--- src/rtl/render_write_queue_if.sv ---
// Bundle of the renderer write-queue signals: the core-side push port, the
// flush handshake, status, and the arbiter-side write port.
// The queue uses the slave view; the agent driving the queue uses master.
interface render_write_queue_if;
  logic        inValid;
  logic [15:0] inAddr;
  logic [31:0] inData;
  logic        inReady;
  logic        flushReq;
  logic        flushDone;
  logic        busy;
  logic        rendererOK;
  logic        rendererEnable;
  logic [15:0] rendererAddr;
  logic [31:0] rendererData;
  logic [15:0] stallCycles;

  modport master (
    output inValid, inAddr, inData, flushReq, rendererOK,
    input  inReady, flushDone, busy, rendererEnable, rendererAddr,
           rendererData, stallCycles
  );

  modport slave (
    input  inValid, inAddr, inData, flushReq, rendererOK,
    output inReady, flushDone, busy, rendererEnable, rendererAddr,
           rendererData, stallCycles
  );
endinterface

--- src/rtl/render_write_queue.sv ---
// Renderer write queue: a circular FIFO of {addr, data} pixel writes between
// the renderer core and the memory arbiter. Back-to-back writes to the same
// address are merged into the tail entry. A flush request stops intake until
// the queue has drained, then pulses flushDone for one cycle.
module render_write_queue #(
  parameter int DEPTH = 8
) (
  input  logic                 clock,
  input  logic                 reset,
  render_write_queue_if.slave  bus
);

  localparam int AW = $clog2(DEPTH);
  localparam int CW = AW + 1;
  localparam logic [CW-1:0] DEPTH_C = CW'(DEPTH);

  typedef enum logic [0:0] {
    RUN   = 1'b0,
    FLUSH = 1'b1
  } state_t;

  // Entry storage; contents are meaningful only between head and tail.
  logic [15:0] addr_mem_r [DEPTH];
  logic [31:0] data_mem_r [DEPTH];

  logic [AW-1:0] head_r;
  logic [AW-1:0] tail_r;
  logic [AW-1:0] tail_last_s;
  logic [CW-1:0] count_r;
  logic [CW-1:0] count_next_s;
  state_t        state_r;
  state_t        state_next_s;
  logic          flush_done_r;
  logic          flush_done_next_s;
  logic [15:0]   stall_r;

  logic in_ready_s;
  logic enable_s;
  logic push_s;
  logic pop_s;
  logic merge_s;
  logic alloc_s;

  // Most recently allocated entry, the only merge candidate.
  assign tail_last_s = tail_r - AW'(1);

  // Handshake decode; everything is held off while reset is asserted so the
  // outputs read idle even before the first reset edge has cleared state.
  always_comb begin
    in_ready_s = 1'b0;
    enable_s   = 1'b0;
    push_s     = 1'b0;
    pop_s      = 1'b0;
    merge_s    = 1'b0;
    alloc_s    = 1'b0;
    if (reset) begin
      in_ready_s = 1'b0;
      enable_s   = 1'b0;
    end else begin
      in_ready_s = (count_r < DEPTH_C) && (state_r == RUN);
      enable_s   = (count_r != {CW{1'b0}});
      push_s     = bus.inValid && in_ready_s;
      pop_s      = enable_s && bus.rendererOK;
      // A lone entry that is leaving this cycle cannot absorb the new data.
      merge_s    = push_s && (count_r != {CW{1'b0}}) &&
                   (bus.inAddr == addr_mem_r[tail_last_s]) &&
                   !((count_r == CW'(1)) && pop_s);
      alloc_s    = push_s && !merge_s;
    end
  end

  // Occupancy update: a merging push adds nothing, so with a pop it shrinks.
  always_comb begin
    count_next_s = count_r;
    case ({alloc_s, pop_s})
      2'b10:   count_next_s = count_r + CW'(1);
      2'b01:   count_next_s = count_r - CW'(1);
      default: count_next_s = count_r;
    endcase
  end

  // Entry storage write: new entry at tail, or data overwrite of the tail entry.
  always_ff @(posedge clock) begin
    if (alloc_s) begin
      addr_mem_r[tail_r] <= bus.inAddr;
      data_mem_r[tail_r] <= bus.inData;
    end else if (merge_s) begin
      data_mem_r[tail_last_s] <= bus.inData;
    end
  end

  // Head/tail pointers and occupancy; pointers wrap naturally at DEPTH.
  always_ff @(posedge clock) begin
    if (reset) begin
      head_r  <= {AW{1'b0}};
      tail_r  <= {AW{1'b0}};
      count_r <= {CW{1'b0}};
    end else begin
      if (pop_s) begin
        head_r <= head_r + AW'(1);
      end
      if (alloc_s) begin
        tail_r <= tail_r + AW'(1);
      end
      count_r <= count_next_s;
    end
  end

  // Flush FSM next-state: drain until empty, then signal completion once.
  always_comb begin
    state_next_s      = state_r;
    flush_done_next_s = 1'b0;
    case (state_r)
      RUN: begin
        if (bus.flushReq) begin
          state_next_s = FLUSH;
        end else begin
          state_next_s = RUN;
        end
      end
      FLUSH: begin
        if (count_r == {CW{1'b0}}) begin
          state_next_s      = RUN;
          flush_done_next_s = 1'b1;
        end else begin
          state_next_s = FLUSH;
        end
      end
      default: begin
        state_next_s      = RUN;
        flush_done_next_s = 1'b0;
      end
    endcase
  end

  // Flush FSM state register and registered completion pulse.
  always_ff @(posedge clock) begin
    if (reset) begin
      state_r      <= RUN;
      flush_done_r <= 1'b0;
    end else begin
      state_r      <= state_next_s;
      flush_done_r <= flush_done_next_s;
    end
  end

  // Saturating count of cycles where the head write was offered but refused.
  always_ff @(posedge clock) begin
    if (reset) begin
      stall_r <= 16'd0;
    end else if (enable_s && !bus.rendererOK && (stall_r != 16'hFFFF)) begin
      stall_r <= stall_r + 16'd1;
    end
  end

  assign bus.inReady        = in_ready_s;
  assign bus.rendererEnable = enable_s;
  assign bus.rendererAddr   = addr_mem_r[head_r];
  assign bus.rendererData   = data_mem_r[head_r];
  assign bus.busy           = !reset && (enable_s || (state_r == FLUSH));
  assign bus.flushDone      = flush_done_r && !reset;
  assign bus.stallCycles    = stall_r;

endmodule

--- src/flat_wrapper.sv ---
// flat-port wrapper written by rule: the top's interface ports become plain ports
module render_write_queue_flat 
#(
  parameter int DEPTH = 8
)
  (clock, reset, bus_inValid, bus_inAddr, bus_inData, bus_flushReq, bus_rendererOK, bus_inReady, bus_flushDone, bus_busy, bus_rendererEnable, bus_rendererAddr, bus_rendererData, bus_stallCycles);
  render_write_queue_if bus_i ();
  input  logic clock;
  input  logic reset;
  input wire logic [$bits(bus_i.inValid)-1:0] bus_inValid;
  input wire logic [$bits(bus_i.inAddr)-1:0] bus_inAddr;
  input wire logic [$bits(bus_i.inData)-1:0] bus_inData;
  input wire logic [$bits(bus_i.flushReq)-1:0] bus_flushReq;
  input wire logic [$bits(bus_i.rendererOK)-1:0] bus_rendererOK;
  output wire logic [$bits(bus_i.inReady)-1:0] bus_inReady;
  output wire logic [$bits(bus_i.flushDone)-1:0] bus_flushDone;
  output wire logic [$bits(bus_i.busy)-1:0] bus_busy;
  output wire logic [$bits(bus_i.rendererEnable)-1:0] bus_rendererEnable;
  output wire logic [$bits(bus_i.rendererAddr)-1:0] bus_rendererAddr;
  output wire logic [$bits(bus_i.rendererData)-1:0] bus_rendererData;
  output wire logic [$bits(bus_i.stallCycles)-1:0] bus_stallCycles;
  assign bus_i.inValid = bus_inValid;
  assign bus_i.inAddr = bus_inAddr;
  assign bus_i.inData = bus_inData;
  assign bus_i.flushReq = bus_flushReq;
  assign bus_i.rendererOK = bus_rendererOK;
  assign bus_inReady = bus_i.inReady;
  assign bus_flushDone = bus_i.flushDone;
  assign bus_busy = bus_i.busy;
  assign bus_rendererEnable = bus_i.rendererEnable;
  assign bus_rendererAddr = bus_i.rendererAddr;
  assign bus_rendererData = bus_i.rendererData;
  assign bus_stallCycles = bus_i.stallCycles;
  render_write_queue #(.DEPTH(DEPTH)) u_core (.clock(clock), .reset(reset), .bus(bus_i));
endmodule
--- config.mk ---
export PLATFORM = sky130hd
export DESIGN_NAME = render_write_queue_flat
export DESIGN_NICKNAME = d
export VERILOG_FILES = /design/src/rtl/render_write_queue_if.sv /design/src/rtl/render_write_queue.sv /design/src/flat_wrapper.sv
export SDC_FILE = /design/constraint.sdc
export NUM_CORES = 1
export LEC_CHECK = 0
export ABC_AREA = 1
export ABC_CLOCK_PERIOD_IN_PS = 4300
export CORE_MARGIN = 1.5
export CORE_UTILIZATION = 40
export CTS_BUF_LIST = sky130_fd_sc_hd__clkbuf_16
export DETAILED_ROUTE_END_ITERATION = 16
export SLEW_MARGIN = 10
export SYNTH_ARGS = -nofsm -noshare
export SYNTH_HDL_FRONTEND = slang
export SYNTH_SLANG_ARGS = --single-unit
--- constraint.sdc ---
create_clock -name clock -period 4.3 [get_ports clock]
set_clock_uncertainty 0.05 [all_clocks]
set_input_delay 0.645 -clock clock [delete_from_list [all_inputs] [get_ports clock]]
set_output_delay 0.645 -clock clock [all_outputs]
set_load 0.01 [all_outputs]
After elaboration in Yosys (flattened, before gate mapping)
Memories as Yosys holds them, arrays and structs flattened. A register that Yosys moved wholly into a read port is not among the register bits.
Index checks and enable logic that the tools add are counted.

word-level totals
  register bits = 28
  memory bits (writable) = 384
  input port bits = 53
  output and inout port bits = 68
  word-level logic and storage cells = 65
  memories kept = 2

operators by class
  add/subtract/negate cells = 6
  order comparisons = 1
  eq/ne operators = 5
  muxes and demuxes = 22
  bitwise logic cells = 1
  reduce and logical (&&, ||, !) cells = 22

memory list
  name               words  width  read ports  clocked after memory_dff  wr ports  line                      source
  u_core.data_mem_r  8      32     1           1                         1         render_write_queue.sv:24  logic [31:0] data_mem_r [DEPTH];
  u_core.addr_mem_r  8      16     2           1                         1         render_write_queue.sv:23  logic [15:0] addr_mem_r [DEPTH];

operator list
  kind                                                  count
  2-to-1 mux 32 bit                                     1
  OR reduction 32 bit                                   1
  adder 16 x 1 -> 16 bit (second input constant)        1
  equality test 16 bit                                  1
  inequality test 16 bit (second input constant)        1
  2-to-1 mux 3 bit                                      5
  2-to-1 mux 1 bit                                      14
  logical AND 1 bit                                     12
  one-hot mux 4 bit (2 select lines)                    1
  adder 3 x 1 -> 3 bit (second input constant)          2
  adder 4 x 1 -> 4 bit (second input constant)          1
  equality test 4 x 1 -> 1 bit (second input constant)  1
  logical NOT 1 bit                                     4
  logical NOT 4 bit                                     1
  less-than comparator 4 bit (second input constant)    1
  nonzero test 4 bit                                    1
  subtractor 4 x 1 -> 4 bit (second input constant)     1
  subtractor 3 x 1 -> 3 bit (second input constant)     1
  equality test 2 x 1 -> 1 bit (second input constant)  1
  equality test 2 bit (second input constant)           1
  one-hot mux 1 bit (2 select lines)                    1
  nonzero test 2 bit                                    1
  OR reduction 2 bit                                    1
  logical OR 1 bit                                      1
  NOT 1 bit                                             1

Depth between registers and ports, before layout
Gate-level depths: netlist of the first run.

  depth after elaboration = 13
  depth in mapped cells = 24

Worst setup path after synthesis of the first run
No wires, ideal clock.

  path type = flip-flop to flip-flop
  start = register u_core.tail_r[0]
  end = memory u_core.data_mem_r[4][0], enable pin
  arrival time = 3861 ps
  required time = 3829 ps
  setup slack = -32 ps
  stages on the path, launching flop included = 20
  path buffers = 5
  period minus slack after synthesis = 4332 ps
  path through = dfxtp_1 -> buf_2 -> inv_2 -> buf_6 -> buf_6 -> ha_1 -> buf_2 -> clkbuf_1 -> o211ai_1 -> nand3_2 -> nand2_1 -> nand2_1 -> o21ai_1 -> nor2_1 -> nand3_2 -> nor2_4 -> nand3_1 -> nand2_1 -> nand2_1 -> nor2_1

between the ends
  cells in the longest elaborated chain, start to end = 12
  elaborated cells on any way between the ends = 17

ends and longest elaborated chain
  element                                                         line                       source
  from (decl)                                                     render_write_queue.sv:27   logic [AW-1:0] tail_r;
  from (signal assigned)                                          render_write_queue.sv:96   tail_r <= {AW{1'b0}};
  from (signal assigned)                                          render_write_queue.sv:103  tail_r <= tail_r + AW'(1);
  subtractor 3 x 1 -> 3 bit (*)                                   render_write_queue.sv:45   assign tail_last_s = tail_r - AW'(1);
  net u_core.tail_last_s[0]                                       render_write_queue.sv:28   logic [AW-1:0] tail_last_s;
  memory read (8 x 16 bit)                                        n/a
  equality test 16 bit                                            render_write_queue.sv:66   (bus.inAddr == addr_mem_r[tail_last_s]) &&
  logical AND 1 bit                                               render_write_queue.sv:65   merge_s = push_s && (count_r != {CW{1'b0}}) &&
  logical AND 1 bit                                               render_write_queue.sv:66
  logical NOT 1 bit                                               render_write_queue.sv:68   alloc_s = push_s && !merge_s;
  logical AND 1 bit                                               render_write_queue.sv:68
  2-to-1 mux 1 bit                                                render_write_queue.sv:56   if (reset) begin
  2-to-1 mux 1 bit                                                render_write_queue.sv:84   if (alloc_s) begin
  2-to-1 mux 1 bit (not written as such)                          render_write_queue.sv:88   data_mem_r[tail_last_s] <= bus.inData;
  OR reduction 32 bit (no line)                                   n/a
  2-to-1 mux 3 bit (no line) or 2-to-1 mux 1 bit (tied branches)  n/a
  to (decl)                                                       render_write_queue.sv:24

The timed path passes the listed nets; every way through them passes the cells marked *.

==> impl_metrics.json, run 1 <==
{
  "grt_max_degree": 201,
  "cp_data_arrival_time_ns": 3.29,
  "wl_per_cell_um": 18.41,
  "critPathLaunchType": "register",
  "drive_gt1_frac": 0.08668,
  "netlist_instances": 1778,
  "pwr_density_cell_nw_per_um2": 423.2,
  "die_y_um": 218.3,
  "synth-edff-count": 384,
  "die_x_um": 218.3,
  "synthDominantCellAreaShare": 0.6221,
  "routabilityCongestion": 0.8243,
  "fillCellCount": 4140,
  "crit_type": "register to output pin",
  "area_growth_pct": 18.11,
  "yosysWarnings": 0,
  "route.antenna.remaining_nets": 0,
  "synth_nets": 1839,
  "drv_cap": 0,
  "max_freq_ghz": 0.2508,
  "post-synth-top-area-cell": "edfxtp_1",
  "cts_tree": "built",
  "whs_path_depth": 2,
  "grt_pass1_wl_mm": 72.64,
  "yosysSeqAreaShare": 0.6556,
  "dieArea_um2": 47640,
  "cts_resized": 0,
  "num_antenna_cells": 0,
  "dr.pass1.iters": 5,
  "drt_iter0_drc": 1047,
  "crit_required_ns": 3.61,
  "finalNetCount": 1949,
  "tightest_slew_ns": 1.161,
  "vdd_drop_max_mv": 0.2918,
  "port_buffers": 120,
  "hold_viol": 0,
  "ys_types": 41,
  "finalMaxSlewViolations": 0,
  "place_hpwl_mm": 27.80,
  "ys_ff_latch": 415,
  "clock_latency_ns": 0.59,
  "drc": 0,
  "cts_buffers": 45,
  "ys_top_cells_by_area": "edfxtp_1 (62%), nor2_1 (5.8%), o21ai_0 (5.7%)",
  "hp-class": "register to register",
  "r2r_setup_slack_ns": 0.74,
  "antenna_found_initial": 0,
  "clk_pin_slew_ns": 0.06,
  "synth_async_sr_flop_share": 0,
  "routed-via-count": 13330,
  "grt_pass1_vias": 13090,
  "syn_area_um2": 18540,
  "critPathMaxFanout": 91,
  "slew_headroom": 0.2261,
  "crit-reg2reg-launch": "u_core.tail_r[0]",
  "power.leakage_nw": 7.909,
  "setup_tns_ns": 0,
  "ctsHoldBuffers": 0,
  "hp-start": "u_core.head_r[2]",
  "floorplan.initialDensity": 0.4067,
  "layout_min_cycle_time_ns": 3.987,
  "h-tree-depth": 2,
  "fin_crit_sh": 0.9272,
  "status": "finished clean",
  "r2r_end": "u_core.count_r[3]",
  "drt-total-wl_mm": 46.30,
  "io-pin-count": 121,
  "layout_commonest_cell": "edfxtp_1",
  "avgSynthCellArea_um2": 10.42,
  "hold-path-endpoint": "u_core.head_r[2]",
  "end_kind": "output pin",
  "core-area_um2": 45580,
  "post_cts_buffers": 0,
  "cts_root_buf": "clkbuf_16",
  "rsz0062_at_grt": "no",
  "cts_max_path_buffers": 3,
  "r2r_cells": 16,
  "finalPower_w": 0.009266,
  "routed_via_density": 5.302,
  "rows": 78,
  "setup_viol": 0,
  "clock-sinks": 415,
  "ys.flop_type": "edfxtp_1",
  "hold_slack_ns": 0.4187,
  "layout.cells.most_common_list": "edfxtp_1 (384), nor2_1 (273), nand2_1 (272)",
  "track_usage": 0.1966,
  "grt_overflow": 0
}
cell families (layout without fill, tap and decap cells):
group,count (synthesis),in the layout,share of synthesized area
AO/OA/AOI/OAI,388,388,0.1147
XOR/XNOR,10,10,0.006143
adder cells (fa/ha/maj),8,8,0.005401
buffers and inverters,253,390,0.05461
flip-flops,415,415,0.6556
AND/OR/NAND/NOR,704,704,0.1636
sequential cells by signal, summed over array words and instances, names as in the netlist, named ones only:
name                    flops
u_core.count_r              4
u_core.bus.stallCycles     16
u_core.data_mem_r         256
u_core.tail_r               3
u_core.addr_mem_r         128
u_core.head_r               3
u_core.flush_done_r         1
u_core.state_r              1
power breakdown:
part / total, W / switching [W] / internal [W]
combinational: 0.00120 / 0.000763 / 0.000438
sequential: 0.00449 / 0.0000211 / 0.00447
clock: 0.00358 / 0.00156 / 0.00202
per-layer routing:
layer	vias to the layer above	track usage	wire [µm]
li1	6399	-	-
met1	6459	0.2670	20530
met2	400	0.3174	21770
met3	76	0.03479	2864
met4	0	0.06782	1128
met5	-	0	0
synthesized netlist by cell type (all sizes together) (9+ instances only):
library cell / number
edfxtp: 384
a21oi: 67
nor3: 9
buf: 40
nand3: 105
o21ai: 215
clkbuf: 64
o22ai: 33
nand2: 276
a31oi: 49
dfxtp: 31
nor2: 292
nand4: 9
inv: 148
o211ai: 13
worst max-delay path by stage:
stage / start / endpoint / slack, ns / cells past startpoint
floorplan: u_core.tail_r[0] / u_core.data_mem_r[4][0] / -0.03 / 19
global placement: bus_inValid / u_core.count_r[3] / 0.72 / 14
detailed placement: bus_inValid / u_core.count_r[3] / 0.74 / 14
CTS: register / bus_rendererData[23] / 0.29 / 6
global route: register / bus_rendererData[27] / 0.17 / 6
finish: register / bus_rendererData[23] / 0.31 / 6
stage by stage:
stage	setup WS, ns	utilization	cell area [µm²]	std cells
2_1_floorplan	-0.03171	-	18540	1778
3_3_place_gp	0.7227	0.4507	20540	2441
3_5_place_dp	0.7415	0.4507	20540	2441
4_1_cts	0.2866	0.4802	21890	2515
5_1_grt	0.1701	0.4803	21890	2515
6_report	0.3132	0.4803	21890	2515
cell type report:
class | instances | area (µm²) | area share
inverter | 149 | 564.3 | 0.02578
multi-input combinational | 1110 | 5466 | 0.2497
clock buffer | 45 | 1126 | 0.05144
clock inverter | 29 | 220.2 | 0.01006
tap | 600 | 750.7 | 0.03429
sequential | 415 | 12160 | 0.5555
timing repair buffer | 167 | 1604 | 0.07327
critical path: stages, from the launching register on:
cell	delay, ns
dfxtp_4	0.35
buf_4	0.82
o21ai_0	0.29
o22ai_1	0.30
nor2_1	0.06
a31oi_1	0.20
clkdlybuf4s50_1	0.58
Note: power is estimated with default switching activity, not from simulation.
==> run 2: changes to the inputs <==
--- a/config.mk
+++ b/config.mk
@@ -11,6 +11,7 @@
 export CORE_UTILIZATION = 40
 export CTS_BUF_LIST = sky130_fd_sc_hd__clkbuf_16
 export DETAILED_ROUTE_END_ITERATION = 16
+export GPL_ROUTABILITY_DRIVEN = 0
 export SLEW_MARGIN = 10
 export SYNTH_ARGS = -nofsm -noshare
 export SYNTH_HDL_FRONTEND = slang
==> results of run 2 <==
The final DEF is identical to that of run 1; final timing and power are the same.
==> run 3: changes to the inputs <==
--- a/config.mk
+++ b/config.mk
@@ -7,6 +7,7 @@
 export LEC_CHECK = 0
 export ABC_AREA = 1
 export ABC_CLOCK_PERIOD_IN_PS = 4300
+export CAP_MARGIN = 20
 export CORE_MARGIN = 1.5
 export CORE_UTILIZATION = 40
 export CTS_BUF_LIST = sky130_fd_sc_hd__clkbuf_16
==> run 3 against run 2 <==
  * Via count is 0.13% higher
  * Non-clock buffer count is 1 higher
  * Register-to-register slack worse by 0.02 ns
  * Power hardly changed
  * Critical endpoint is now bus_rendererData[4]
==> impl_metrics.json, run 3 (same netlist as run 1, synthesis figures left out) <==
{
  "status": "finished clean",
  "crit_type": "register to output pin",
  "r2r_setup_slack_ns": 0.72,
  "fin_crit_sh": 0.8988,
  "grt_overflow": 0,
  "core-area_um2": 45580,
  "layout_min_cycle_time_ns": 3.865,
  "antenna_found_initial": 0,
  "cp_data_arrival_time_ns": 3.17,
  "vdd_drop_max_mv": 0.2923,
  "crit-reg2reg-launch": "u_core.tail_r[0]",
  "rsz0062_at_grt": "no",
  "post_cts_buffers": 0,
  "largest_reg_flops": 256,
  "place_hpwl_mm": 27.80,
  "max_freq_ghz": 0.2587,
  "port_buffers": 120,
  "clock_latency_ns": 0.59,
  "area_growth_pct": 18.26,
  "routed_via_density": 5.307,
  "grt_pass1_wl_mm": 72.64,
  "power.leakage_nw": 7.920,
  "h-tree-depth": 2,
  "pwr_density_cell_nw_per_um2": 422.8,
  "grt_pass1_vias": 13090,
  "route.antenna.remaining_nets": 0,
  "drt_iter0_drc": 1085,
  "routed-via-count": 13350,
  "critPathMaxFanout": 77,
  "end_kind": "output pin",
  "critPathLaunchType": "register",
  "drive_gt1_frac": 0.08716,
  "layout.cells.most_common_list": "edfxtp_1 (384), nor2_1 (273), nand2_1 (272)",
  "slew_headroom": 0.4174,
  "ctsHoldBuffers": 0,
  "r2r_cells": 16,
  "io-pin-count": 121,
  "cts_root_buf": "clkbuf_16",
  "stdcell_area_um2": 21920,
  "clock-sinks": 415,
  "tightest_slew_ns": 0.8740,
  "drv_cap": 0,
  "placed_area_um2": 20540,
  "finalPower_w": 0.009268,
  "hp-class": "register to register",
  "r2r_end": "u_core.count_r[3]",
  "cts_max_path_buffers": 3,
  "crit_end": "bus_rendererData[4]",
  "drt-total-wl_mm": 46.34,
  "wl_per_cell_um": 18.42,
  "dr.pass1.iters": 5,
  "die_x_um": 218.3,
  "floorplan.initialDensity": 0.4067,
  "largest-register": "u_core.data_mem_r",
  "dieArea_um2": 47640,
  "hold_viol": 0,
  "finalNetCount": 1950,
  "drc": 0,
  "cts_buffers": 45,
  "track_usage": 0.1966,
  "finalMaxSlewViolations": 0,
  "grt_max_degree": 201,
  "cts_resized": 0,
  "crit_required_ns": 3.61,
  "clk_pin_slew_ns": 0.06,
  "rows": 78,
  "num_antenna_cells": 0,
  "cts_tree": "built",
  "die_y_um": 218.3,
  "setup_viol": 0,
  "layout_commonest_cell": "edfxtp_1"
}
## run 3: cell types whose count changed in the layout (fill, tap and decap cells not counted), sizes merged
cell / change
buf: +1
## run 3: area by class of cell
cell class              count  area (µm²)
clock buffers              45        1126
clock inverters            29       220.2
repair buffers            168        1632
inverters                 149       564.3
flip-flops and latches    415       12160
multi-input cells        1110        5466
fillers                  4135       23660
well taps                 600       750.7
## run 3: worst min path at each step
stage	startpoint	end	depth (start not counted)
3_3_place_gp	u_core.head_r[2]	u_core.head_r[2]	2
5_1_grt	u_core.head_r[2]	u_core.head_r[2]	2
2_1_floorplan	u_core.head_r[2]	register	2
4_1_cts	u_core.head_r[2]	u_core.head_r[2]	2
3_5_place_dp	u_core.head_r[2]	u_core.head_r[2]	2
6_report	u_core.head_r[2]	u_core.head_r[2]	2
## run 3: metrics by stage
stage | setup WS, ns | TNS (ns) | utilization | std cells | hold WS [ns]
2_1_floorplan | -0.03171 | -5.865 | - | 1778 | 0.3831
3_3_place_gp | 0.7227 | 0 | 0.4507 | 2441 | 0.4099
3_5_place_dp | 0.7415 | 0 | 0.4507 | 2441 | 0.4138
4_1_cts | 0.2866 | 0 | 0.4802 | 2515 | 0.4219
5_1_grt | 0.2062 | 0 | 0.4809 | 2516 | 0.4603
6_report | 0.4350 | 0 | 0.4809 | 2516 | 0.4188
## run 3: worst max-delay path, stage by stage (launching register included)
cell and delay, ns:
dfxtp_4 0.36, inv_4 0.57, buf_4 0.46, nor2_1 0.07, o22ai_1 0.26, nor2_1 0.08, a31oi_1 0.19, clkdlybuf4s50_1 0.58
## run 3: per-layer routing
layer,part of all wire,vias to the layer above,GRT usage
met5,0,-,0
met4,0.024,0,0.06782
met3,0.059,73,0.03479
met2,0.47,379,0.3174
met1,0.44,6502,0.2670
li1,-,6398,-
## run 3: power by group
group | leakage, nW | internal (W) | total (W) | switching (W)
sequential | 3.72 | 0.00447 | 0.00449 | 0.0000211
combinational | 3.50 | 0.000440 | 0.00121 | 0.000766
clock | 0.702 | 0.00202 | 0.00357 | 0.00155
